--- src/rtl/trap_ctrl.sv ---
// trap_ctrl: machine-mode trap/mret sequencer driving flush, CSR writes and redirect.
// Optional TRAP_VECTORED_EN: vectored interrupt targets when mtvec[1:0] = 2'b01.
module trap_ctrl #(
    parameter logic [31:0] RESET_PC = 32'h0000_0000
) (
    input  logic        clock,
    input  logic        reset,
    input  logic        exc_valid,
    input  logic [3:0]  exc_cause,
    input  logic [31:0] exc_pc,
    input  logic        mret,
    input  logic        irq_pc_valid,
    input  logic [31:0] irq_pc,
    input  logic        irq_ext,
    input  logic        irq_timer,
    input  logic        irq_sw,
    input  logic [31:0] csr_mstatus,
    input  logic [31:0] csr_mie,
    input  logic [31:0] csr_mtvec,
    input  logic [31:0] csr_mepc,
    output logic        busy,
    output logic        flush,
    output logic        csr_w_en,
    output logic [11:0] csr_w_addr,
    output logic [31:0] csr_w_val,
    output logic        redirect_valid,
    output logic [31:0] redirect_pc,
    output logic [31:0] mip
);

    typedef enum logic [2:0] {
        IDLE, FLUSH, W_MEPC, W_MCAUSE, W_MSTAT, RET_MSTAT, REDIR
    } state_e;

    state_e      state_q, state_d;
    logic [2:0]  sync1_q, sync2_q;
    logic        ret_q, ret_d;
    logic [31:0] cause_q, cause_d;
    logic [31:0] pc_q, pc_d;

    logic [31:0] pending;
    logic        irq_take;
    logic [3:0]  irq_code;
    logic [31:0] base_raw, base, trap_tgt;
    logic [31:0] mstat_trap, mstat_ret;

    // {ext, timer, sw} through two flops each
    always_ff @(posedge clock or posedge reset) begin
        if (reset) begin
            sync1_q <= '0;
            sync2_q <= '0;
        end else begin
            sync1_q <= {irq_ext, irq_timer, irq_sw};
            sync2_q <= sync1_q;
        end
    end

    assign mip = {20'b0, sync2_q[2], 3'b0, sync2_q[1], 3'b0, sync2_q[0], 3'b0};
    assign pending = mip & csr_mie & 32'h0000_0888;
    assign irq_take = csr_mstatus[3] & irq_pc_valid & (pending != 32'b0);

    always_comb begin
        irq_code = 4'd7;
        if (pending[11]) begin
            irq_code = 4'd11;
        end else if (pending[3]) begin
            irq_code = 4'd3;
        end
    end

    always_comb begin
        mstat_trap = csr_mstatus;
        mstat_trap[7] = csr_mstatus[3];
        mstat_trap[3] = 1'b0;
        mstat_trap[12:11] = 2'b11;
        mstat_ret = csr_mstatus;
        mstat_ret[3] = csr_mstatus[7];
        mstat_ret[7] = 1'b1;
        mstat_ret[12:11] = 2'b11;
    end

    assign base_raw = csr_mtvec & ~32'h3;
    assign base = (base_raw == 32'b0) ? RESET_PC : base_raw;

`ifdef TRAP_VECTORED_EN
    // cause_q[31] marks an interrupt; only those are vectored
    assign trap_tgt = (cause_q[31] && csr_mtvec[1:0] == 2'b01)
                    ? base + {26'b0, cause_q[3:0], 2'b00} : base;
`else
    assign trap_tgt = base;
`endif

    always_ff @(posedge clock or posedge reset) begin
        if (reset) begin
            state_q <= IDLE;
            ret_q   <= 1'b0;
            cause_q <= '0;
            pc_q    <= '0;
        end else begin
            state_q <= state_d;
            ret_q   <= ret_d;
            cause_q <= cause_d;
            pc_q    <= pc_d;
        end
    end

    always_comb begin
        state_d        = state_q;
        ret_d          = ret_q;
        cause_d        = cause_q;
        pc_d           = pc_q;
        busy           = 1'b1;
        flush          = 1'b0;
        csr_w_en       = 1'b0;
        csr_w_addr     = 12'h0;
        csr_w_val      = 32'h0;
        redirect_valid = 1'b0;
        redirect_pc    = 32'h0;
        unique case (state_q)
            IDLE: begin
                busy = 1'b0;
                if (exc_valid) begin
                    state_d = FLUSH;
                    ret_d   = 1'b0;
                    cause_d = {28'b0, exc_cause};
                    pc_d    = exc_pc & ~32'h3;
                end else if (mret) begin
                    state_d = FLUSH;
                    ret_d   = 1'b1;
                end else if (irq_take) begin
                    state_d = FLUSH;
                    ret_d   = 1'b0;
                    cause_d = {1'b1, 27'b0, irq_code};
                    pc_d    = irq_pc & ~32'h3;
                end
            end
            FLUSH: begin
                flush   = 1'b1;
                state_d = ret_q ? RET_MSTAT : W_MEPC;
            end
            W_MEPC: begin
                csr_w_en   = 1'b1;
                csr_w_addr = 12'h341;
                csr_w_val  = pc_q;
                state_d    = W_MCAUSE;
            end
            W_MCAUSE: begin
                csr_w_en   = 1'b1;
                csr_w_addr = 12'h342;
                csr_w_val  = cause_q;
                state_d    = W_MSTAT;
            end
            W_MSTAT: begin
                csr_w_en   = 1'b1;
                csr_w_addr = 12'h300;
                csr_w_val  = mstat_trap;
                state_d    = REDIR;
            end
            RET_MSTAT: begin
                csr_w_en   = 1'b1;
                csr_w_addr = 12'h300;
                csr_w_val  = mstat_ret;
                state_d    = REDIR;
            end
            REDIR: begin
                redirect_valid = 1'b1;
                redirect_pc    = ret_q ? (csr_mepc & ~32'h3) : trap_tgt;
                state_d        = IDLE;
            end
            default: begin
                state_d = IDLE;
            end
        endcase
    end

endmodule

--- config.mk ---
export PLATFORM = sky130hd
export DESIGN_NAME = trap_ctrl
export DESIGN_NICKNAME = d
export VERILOG_FILES = /design/src/rtl/trap_ctrl.sv
export SDC_FILE = /design/constraint.sdc
export NUM_CORES = 1
export LEC_CHECK = 0
export CORE_AREA = 2 2 124 126
export DETAILED_ROUTE_END_ITERATION = 16
export DIE_AREA = 0 0 126 128
export PLACE_DENSITY = 0.7
export SYNTH_ARGS = -nofsm -noshare
export SYNTH_HDL_FRONTEND = slang
export SYNTH_SLANG_ARGS = --single-unit
--- constraint.sdc ---
create_clock -name clock -period 2.46 [get_ports clock]
set_clock_uncertainty 0.1 [all_clocks]
set_input_delay 0.738 -clock clock [delete_from_list [all_inputs] [get_ports clock]]
set_output_delay 0.738 -clock clock [all_outputs]
set_load 0.05 [all_outputs]
==> results of run 1 <==
==> layout make-up <==
type	instances	share of cell area, %
multi-input combinational	233	31.5
inverter	7	0.407
tap	188	3.19
timing repair buffer	275	47.6
clock buffer	6	1.75
sequential	45	15.3
clock inverter	2	0.203
==> cells by family after synthesis <==
group / after synthesis / share of synthesized area (%)
buffers and inverters: 70 / 13.5
multiplexers: 93 / 31.1
AND/OR/NAND/NOR: 48 / 6.88
flip-flops: 45 / 34.8
other: 1 / 0.116
AO/OA/AOI/OAI: 54 / 13.6
==> through the flow <==
stage / hold WS, ns / utilization (%) / std cells
finish: 0.249 / 49.7 / 756
global placement: 0.233 / 45.0 / 733
CTS: 0.250 / 48.5 / 754
detailed placement: 0.235 / 45.0 / 733
floorplan: 0.231 / - / 348
global route: 0.263 / 49.7 / 756
==> layer usage <==
metal | share of wire [%] | vias to the layer above
li1 | - | 1540
met1 | 36 | 1539
met2 | 52 | 188
met3 | 10 | 14
met4 | 1.3 | 2
met5 | 0.076 | -
==> where the power goes <==
part	internal, W	leakage, nW	switching (W)
Sequential	0.00108	0.531	0.000286
Clock	0.000377	0.0631	0.000288
Combinational	0.00339	2.60	0.00331
Total	0.00485	3.19	0.00388
==> sequential cells by signal, summed over array words and instances, names as in the netlist <==
| register | count |
|---|---|
| pc_q | 30 |
| cause_q | 5 |
| sync2_q | 3 |
| state_q | 3 |
| sync1_q | 3 |
| ret_q | 1 |
==> worst reg2reg max path, delay by kind of cell (launching register included) <==
kind,cells,cell delay (ns)
AOI/OAI and AO/OA,1,0.26
DFF,1,0.46
and+or+nand+nor,1,0.17
muxes,1,0.37
buffers and inverters,4,0.65
==> synthesized netlist by cell type <==
| cell | instances |
|---|---|
| sky130_fd_sc_hd__a211oi_1 | 2 |
| sky130_fd_sc_hd__mux2_2 | 60 |
| sky130_fd_sc_hd__nand2_1 | 7 |
| sky130_fd_sc_hd__buf_1 | 4 |
| sky130_fd_sc_hd__o21ai_0 | 7 |
| sky130_fd_sc_hd__o31ai_1 | 1 |
| sky130_fd_sc_hd__o31a_1 | 1 |
| sky130_fd_sc_hd__inv_1 | 7 |
| sky130_fd_sc_hd__mux2_1 | 1 |
| sky130_fd_sc_hd__o21bai_1 | 1 |
| sky130_fd_sc_hd__nor3b_1 | 2 |
| sky130_fd_sc_hd__nor2_1 | 30 |
| sky130_fd_sc_hd__dfrtp_1 | 45 |
| sky130_fd_sc_hd__nand2b_1 | 2 |
| sky130_fd_sc_hd__o22a_1 | 2 |
| sky130_fd_sc_hd__o311a_1 | 1 |
| sky130_fd_sc_hd__buf_2 | 5 |
| sky130_fd_sc_hd__o21a_1 | 1 |
| sky130_fd_sc_hd__buf_6 | 3 |
| sky130_fd_sc_hd__nor3_4 | 1 |
| sky130_fd_sc_hd__a221oi_4 | 1 |
| sky130_fd_sc_hd__a31oi_1 | 1 |
| sky130_fd_sc_hd__a22oi_1 | 1 |
| sky130_fd_sc_hd__a21oi_1 | 3 |
| sky130_fd_sc_hd__a21o_1 | 2 |
| sky130_fd_sc_hd__or2_2 | 2 |
| sky130_fd_sc_hd__mux2i_1 | 32 |
| sky130_fd_sc_hd__clkbuf_1 | 12 |
| sky130_fd_sc_hd__o22ai_1 | 1 |
| sky130_fd_sc_hd__a2bb2oi_1 | 1 |
| sky130_fd_sc_hd__nand3b_1 | 2 |
| sky130_fd_sc_hd__and2_1 | 1 |
| sky130_fd_sc_hd__a22o_1 | 28 |
| sky130_fd_sc_hd__buf_4 | 39 |
| sky130_fd_sc_hd__conb_1 | 1 |
| sky130_fd_sc_hd__nor2b_1 | 1 |
==> how the worst min path moves through the flow <==
| stage | depth (start not counted) | slack, ns | endpoint |
|---|---|---|---|
| final | 0 | 0.25 | sync2_q[2]$_DFF_PP0_ |
| after global routing | 0 | 0.26 | sync2_q[2]$_DFF_PP0_ |
| after CTS | 0 | 0.25 | sync2_q[1]$_DFF_PP0_ |
| after detailed placement | 0 | 0.23 | sync2_q[1]$_DFF_PP0_ |
| after global placement | 0 | 0.23 | sync2_q[2]$_DFF_PP0_ |
| after floorplan | 0 | 0.23 | sync2_q[0]$_DFF_PP0_ |
==> timing repair <==
| item | 4_1_cts | 5_1_grt |
|---|---|---|
| setup endpoints to repair | 40 | 63 |
| gates cloned | 2 | 0 |
| resized for setup | 65 | 44 |
| pin swaps | 13 | 36 |
| buffers inserted | 12 | 2 |
==> layout by cell type (no fill, tap or decap), types with 4 or more instances in the layout <==
cell | Yosys | final
sky130_fd_sc_hd__dlymetal6s2s_1 | 0 | 13
sky130_fd_sc_hd__buf_12 | 0 | 78
sky130_fd_sc_hd__mux2i_2 | 0 | 14
sky130_fd_sc_hd__clkdlybuf4s50_1 | 0 | 137
sky130_fd_sc_hd__dlygate4sd2_1 | 0 | 16
sky130_fd_sc_hd__clkbuf_16 | 0 | 5
sky130_fd_sc_hd__nor2_2 | 0 | 24
sky130_fd_sc_hd__dfrtp_1 | 45 | 43
sky130_fd_sc_hd__mux2_2 | 60 | 60
sky130_fd_sc_hd__nand2_1 | 7 | 4
sky130_fd_sc_hd__o21ai_0 | 7 | 5
sky130_fd_sc_hd__nor2_4 | 0 | 6
sky130_fd_sc_hd__a22o_4 | 0 | 26
sky130_fd_sc_hd__conb_1 | 1 | 38
sky130_fd_sc_hd__buf_4 | 39 | 22
sky130_fd_sc_hd__mux2i_1 | 32 | 15
sky130_fd_sc_hd__buf_6 | 3 | 6
==> implementation parameters, run 1 <==
Parameter                              Value

Outcome
  Outcome    finished, final reports clean

Synthesis
  Synth warn    0
  Synthesized area per cell    between 10 and 15 µm²
  Number of synthesized register bits    45
  Mapped Area    3240 µm²
  Seq/Total Area, Yosys    34.8%
  Biggest area contributors in the synthesized netlist    sky130_fd_sc_hd__dfrtp_1, sky130_fd_sc_hd__mux2_2, sky130_fd_sc_hd__mux2i_1
  Top cell type's share of synthesized area    34.8%
  Unique masters post-synth    36
  Instance count of the mapped netlist    311
  Cell taking the most area after synthesis    sky130_fd_sc_hd__dfrtp_1

Setup path
  Start point of the critical path    csr_mepc[30]
  Critical Path Source Type    input port
  Cells along the critical path    clkdlybuf4s50_1 -> mux2i_2 -> nor2_2 -> buf_12
  WP buf/inv    2
  Kind of end point of the critical path    output port
  WP depth    4
  Cell class contributing the biggest share of worst-path delay    buffers and inverters
  Slowest-stage cell, CP    sky130_fd_sc_hd__clkdlybuf4s50_1
  Path type of the worst setup path    in2out
  Crit Path Max Fanout    1
  Required arrival time at the worst endpoint    between 1.5 and 2 ns
  Crit-path max cell delay    0.42 ns
  Worst setup endpoint    redirect_pc[30]
  Capturing point of the worst reg2reg path    pc_q[7]$_DFFE_PP0P_
  R2r setup slk    0.34 ns
  R2R cell count    7
  Reg-to-reg startpoint    state_q[1]$_DFFE_PP0P_
  Arr. time, crit path    1.61 ns

Timing
  Max_slew headroom    around 64%
  Transition at the pin with the smallest max-transition slack    ~0.53 ns
  Timing-limited maximum frequency    409 MHz
  Share of the cycle needed by the critical path after routing    99.4%
  PnR worst setup slack    0.0144 ns
  Number of hold-slack violations in the final timing report    0
  Final setup violating endpoints    0
  Setup tns final    0 ns
  RSZ-0062 raised after global routing    yes
  Number of max-slew violations in the final report    0
  Post-layout min period    2.45 ns

Global routing
  Met2 usage    29.4%
  Tot GR Track Use    15.9%
  Maximum number of pins on one net before global-route repair    between 40 and 50
  Global-route wire length before repair    19.9 mm
  Total grt overflow    0
  Met3 capacity usage during global routing    roughly 5.7%
  Global-route layer with the greatest usage    met2
  Number of antenna violations at the first check in global routing    1
  Vias in the first global route    about 3500
  Met1 track demand over resource    17.4%

Clock tree
  Clock Latency Late Sink    0.29 ns
  Clock tree from TritonCTS    done
  CTS H-Tree Depth    2
  Post-CTS Hold Fix Bufs    0
  Total CTS buffers    5
  CTS clock-pin slew for the worst setup and hold paths    around 0.06 ns
  Library cell used as clock root buffer    sky130_fd_sc_hd__clkbuf_16
  Number of clock sinks    45
  Clock Tree Buf Depth    2

Floorplan
  Initial core utilization    between 20% and 30%
  X dimension of the die    126 µm
  Placeable core area    14900 µm²
  Standard-cell row count    45
  Total Die Area    16100 µm²
  Ports placed on the boundary    around 320
  Die height    between 100 and 150 µm

Min path
  Startpoint of the worst hold path    sync1_q[2]$_DFF_PP0_
  Hold Path Class    reg2reg

Detailed routing
  Residual DRC count    0
  Average via count per standard cell    4.34
  Detailed Route WL    13.2 mm
  Post-detailed-route count of antenna-violating nets    0
  Violation count after the first detailed-routing iteration    55
  Average wire length per cell after detail routing    around 17 µm
  Initial DRT Pass Iterations    4
  Count of vias placed by the detailed router    3283

Final layout
  Antenna diode count    0
  Layout overhead on the synthesized area    128%
  Final instance area    7380 µm²
  Count of nets after finishing    771
  Area of the multi-input gates    2330 µm²
  Fraction of final layout cells sized beyond drive strength 1    47.9%
  Number of filler cells placed in the layout    1314
  Seq. cell area    1130 µm²

Placement
  Placement-stage worst setup slack    -0.180 ns
  Total of buffers placed on input and output ports    238
  Dpl hpwl    10.5 mm
  Global placer's final weighted congestion    0.813
  Post-DP Area    approximately 6700 µm²

Pwr
  Static leakage power    3.19 nW
  Peak VDD IR    0.527 mV
  Power per standard cell area    around 1200 nW/µm²
  Total power after layout    0.00873 W

Run
  Max-capacitance violation count    0
Note: power is estimated with default switching activity, not from simulation.
==> run 2: changes to the inputs <==
- GPL_ROUTABILITY_DRIVEN: not set -> 0
- SETUP_SLACK_MARGIN: not set -> 0.02
==> implementation parameters, run 2 (synthesis results as in run 1) <==
Parameter                              Value

Outcome
  Outcome    finished, final reports clean

Timing
  Number of max-slew violations in the final report    0 (unchanged)
  Post-layout min period    2.44 ns (-0.00991 ns)
  PnR worst setup slack    0.0243 ns (+0.00991 ns)
  Number of hold-slack violations in the final timing report    0 (unchanged)
  Timing-limited maximum frequency    411 MHz (+0.41%)
  Share of the cycle needed by the critical path after routing    99.0% (-0.40 points)
  Max_slew headroom    64.4% (about the same)
  Transition at the pin with the smallest max-transition slack    0.532 ns (-0.000782 ns)
  RSZ-0062 raised after global routing    yes
  Final setup violating endpoints    0 (unchanged)

Placement
  Dpl hpwl    10.0 mm (-4.5%)
  Post-DP Area    6660 µm² (-0.34%)
  Dpl cells    732 (-0.14%)
  Total of buffers placed on input and output ports    238 (unchanged)
  Placement-stage worst setup slack    -0.176 ns (+0.00399 ns)

Global routing
  Tot GR Track Use    14.7% (-1.2 points)
  Total grt overflow    0 (unchanged)
  Global-route wire length before repair    18.8 mm (-5.9%)
  Number of antenna violations at the first check in global routing    0 (-1)
  Vias in the first global route    3479 (-1.2%)
  Maximum number of pins on one net before global-route repair    46 (unchanged)

Final layout
  Count of nets after finishing    767 (-0.52%)
  Number of filler cells placed in the layout    1297 (-1.3%)
  Final instance area    7260 µm² (-1.7%)
  Flip-flop count of the largest register, all copies and words added    30 (unchanged)
  Most common library cell in the layout ignoring fill and taps    sky130_fd_sc_hd__clkdlybuf4s50_1
  Registers with the highest flip-flop counts    pc_q x30, cause_q x5
  Most flop-heavy register    pc_q
  Commonest cells after routing, fill and taps aside    sky130_fd_sc_hd__clkdlybuf4s50_1, sky130_fd_sc_hd__buf_12, sky130_fd_sc_hd__mux2_2, sky130_fd_sc_hd__dfrtp_1, sky130_fd_sc_hd__conb_1
  Fraction of final layout cells sized beyond drive strength 1    48.4% (+0.52 points)
  Antenna diode count    0 (unchanged)
  Seq. cell area    1130 µm² (+0.11%)
  Layout overhead on the synthesized area    124%
  Area of the multi-input gates    2210 µm² (-5.2%)
  Final Instance Count excl. Fillers    752 (-0.53%)

Clock tree
  Number of clock sinks    45 (unchanged)
  Post-CTS Hold Fix Bufs    0 (unchanged)
  CTS H-Tree Depth    2 (unchanged)
  Clock Latency Late Sink    0.29 ns (about the same)
  Clock tree from TritonCTS    done
  Total CTS buffers    5 (unchanged)
  CTS clock-pin slew for the worst setup and hold paths    0.06 ns (about the same)
  Clock Tree Buf Depth    2 (unchanged)
  Library cell used as clock root buffer    sky130_fd_sc_hd__clkbuf_16

Min path
  Hold Path Class    reg2reg

Setup path
  Crit Path Max Fanout    1 (unchanged)
  Kind of end point of the critical path    output port
  Slowest-stage cell, CP    sky130_fd_sc_hd__clkdlybuf4s50_1
  Required arrival time at the worst endpoint    1.62 ns (about the same)
  Arr. time, crit path    1.60 ns (about the same)
  Cells along the critical path    clkdlybuf4s50_1 -> mux2i_2 -> nor2_4 -> buf_12
  Critical Path Source Type    input port
  Cell class contributing the biggest share of worst-path delay    buffers and inverters
  Path type of the worst setup path    in2out
  WP buf/inv    2 (unchanged)
  Crit-path max cell delay    0.41 ns (about the same)

Pwr
  Total power after layout    0.00850 W (-2.6%)
  Power per standard cell area    1170 nW/µm² (-0.95%)
  Peak VDD IR    0.658 mV (+25%)
  Static leakage power    3.21 nW (+0.34%)

Floorplan
  X dimension of the die    126 µm (unchanged)
  Standard-cell row count    45 (unchanged)
  Placeable core area    14900 µm² (unchanged)
  Die height    128 µm (unchanged)
  Initial core utilization    21.8% (unchanged)
  Total Die Area    16100 µm² (unchanged)
  Ports placed on the boundary    316 (unchanged)

Detailed routing
  Violation count after the first detailed-routing iteration    56 (+1.8%)
  Average via count per standard cell    4.41 (+1.6%)
  Residual DRC count    0 (unchanged)
  Detailed Route WL    12.8 mm (-2.4%)
  Average wire length per cell after detail routing    17.1 µm (-1.9%)
  Initial DRT Pass Iterations    4 (unchanged)
  Post-detailed-route count of antenna-violating nets    0 (unchanged)
  Count of vias placed by the detailed router    3319 (+1.1%)

Run
  Max-capacitance violation count    0 (unchanged)
[run 2: where the power goes]
part	internal [W]	total [W]	leakage, nW	switching (W)
clock	0.000508	0.000784	0.0841	0.000276
sequential	0.00108	0.00133	0.530	0.000252
combinational	0.00315	0.00638	2.59	0.00324
total	0.00474	0.00850	3.20	0.00376
[run 2: what timing repair did]
item                       in CTS  in global routing
pin swaps                      12                 11
setup buffers                   4                  5
cloned                          0                  3
gates resized for setup        38                 71
setup endpoints to repair      51                 64
[run 2: worst paths after layout]
| check | startpoint | to | slack [ns] | depth (start not counted) |
|---|---|---|---|---|
| max reg2reg | state_q[1]$_DFFE_PP0P_ | pc_q[13]$_DFFE_PP0P_ | 0.33 | 6 |
| max in group asynchronous | reset | state_q[2]$_DFFE_PP0P_ | 1.31 | 3 |
| min in group asynchronous | reset | pc_q[8]$_DFFE_PP0P_ | 0.71 | 3 |
| min | sync1_q[0]$_DFF_PP0_ | sync2_q[0]$_DFF_PP0_ | 0.25 | 0 |
| max | csr_mepc[28] | redirect_pc[28] | 0.02 | 4 |
| min reg2reg | sync1_q[0]$_DFF_PP0_ | sync2_q[0]$_DFF_PP0_ | 0.25 | 0 |
[run 2: metal layers]
metal	global-route usage, %	vias up	share of wire (%)
met1	15.7	1588	36
met5	0	-	0
met4	3.62	0	1.2
li1	-	1531	-
met3	5.26	9	10
met2	27.7	191	53
[run 2: layout make-up]
class | count | share of cell area, %
clock buffer | 7 | 1.97
clock inverter | 1 | 0.414
inverter | 7 | 0.414
multi-input combinational | 233 | 30.4
sequential | 45 | 15.6
tap | 188 | 3.24
timing repair buffer | 271 | 48.0
[run 2: metrics by stage]
step | hold slack [ns] | TNS [ns] | utilization (%)
3_5_place_dp | 0.235 | -5.46 | 44.8
2_1_floorplan | 0.231 | 0 | -
6_report | 0.247 | 0 | 48.8
3_3_place_gp | 0.233 | -4.70 | 44.8
5_1_grt | 0.258 | -0.557 | 48.8
4_1_cts | 0.249 | -0.0666 | 46.4
[run 2: worst reg2reg max path: stages (launching register included)]
cell and delay [ns]:
sky130_fd_sc_hd__dfrtp_2 0.47, sky130_fd_sc_hd__buf_4 0.19, sky130_fd_sc_hd__nor3_4 0.21, sky130_fd_sc_hd__inv_1 0.16, sky130_fd_sc_hd__a221oi_4 0.27, sky130_fd_sc_hd__buf_12 0.23
sky130_fd_sc_hd__mux2_2 0.37
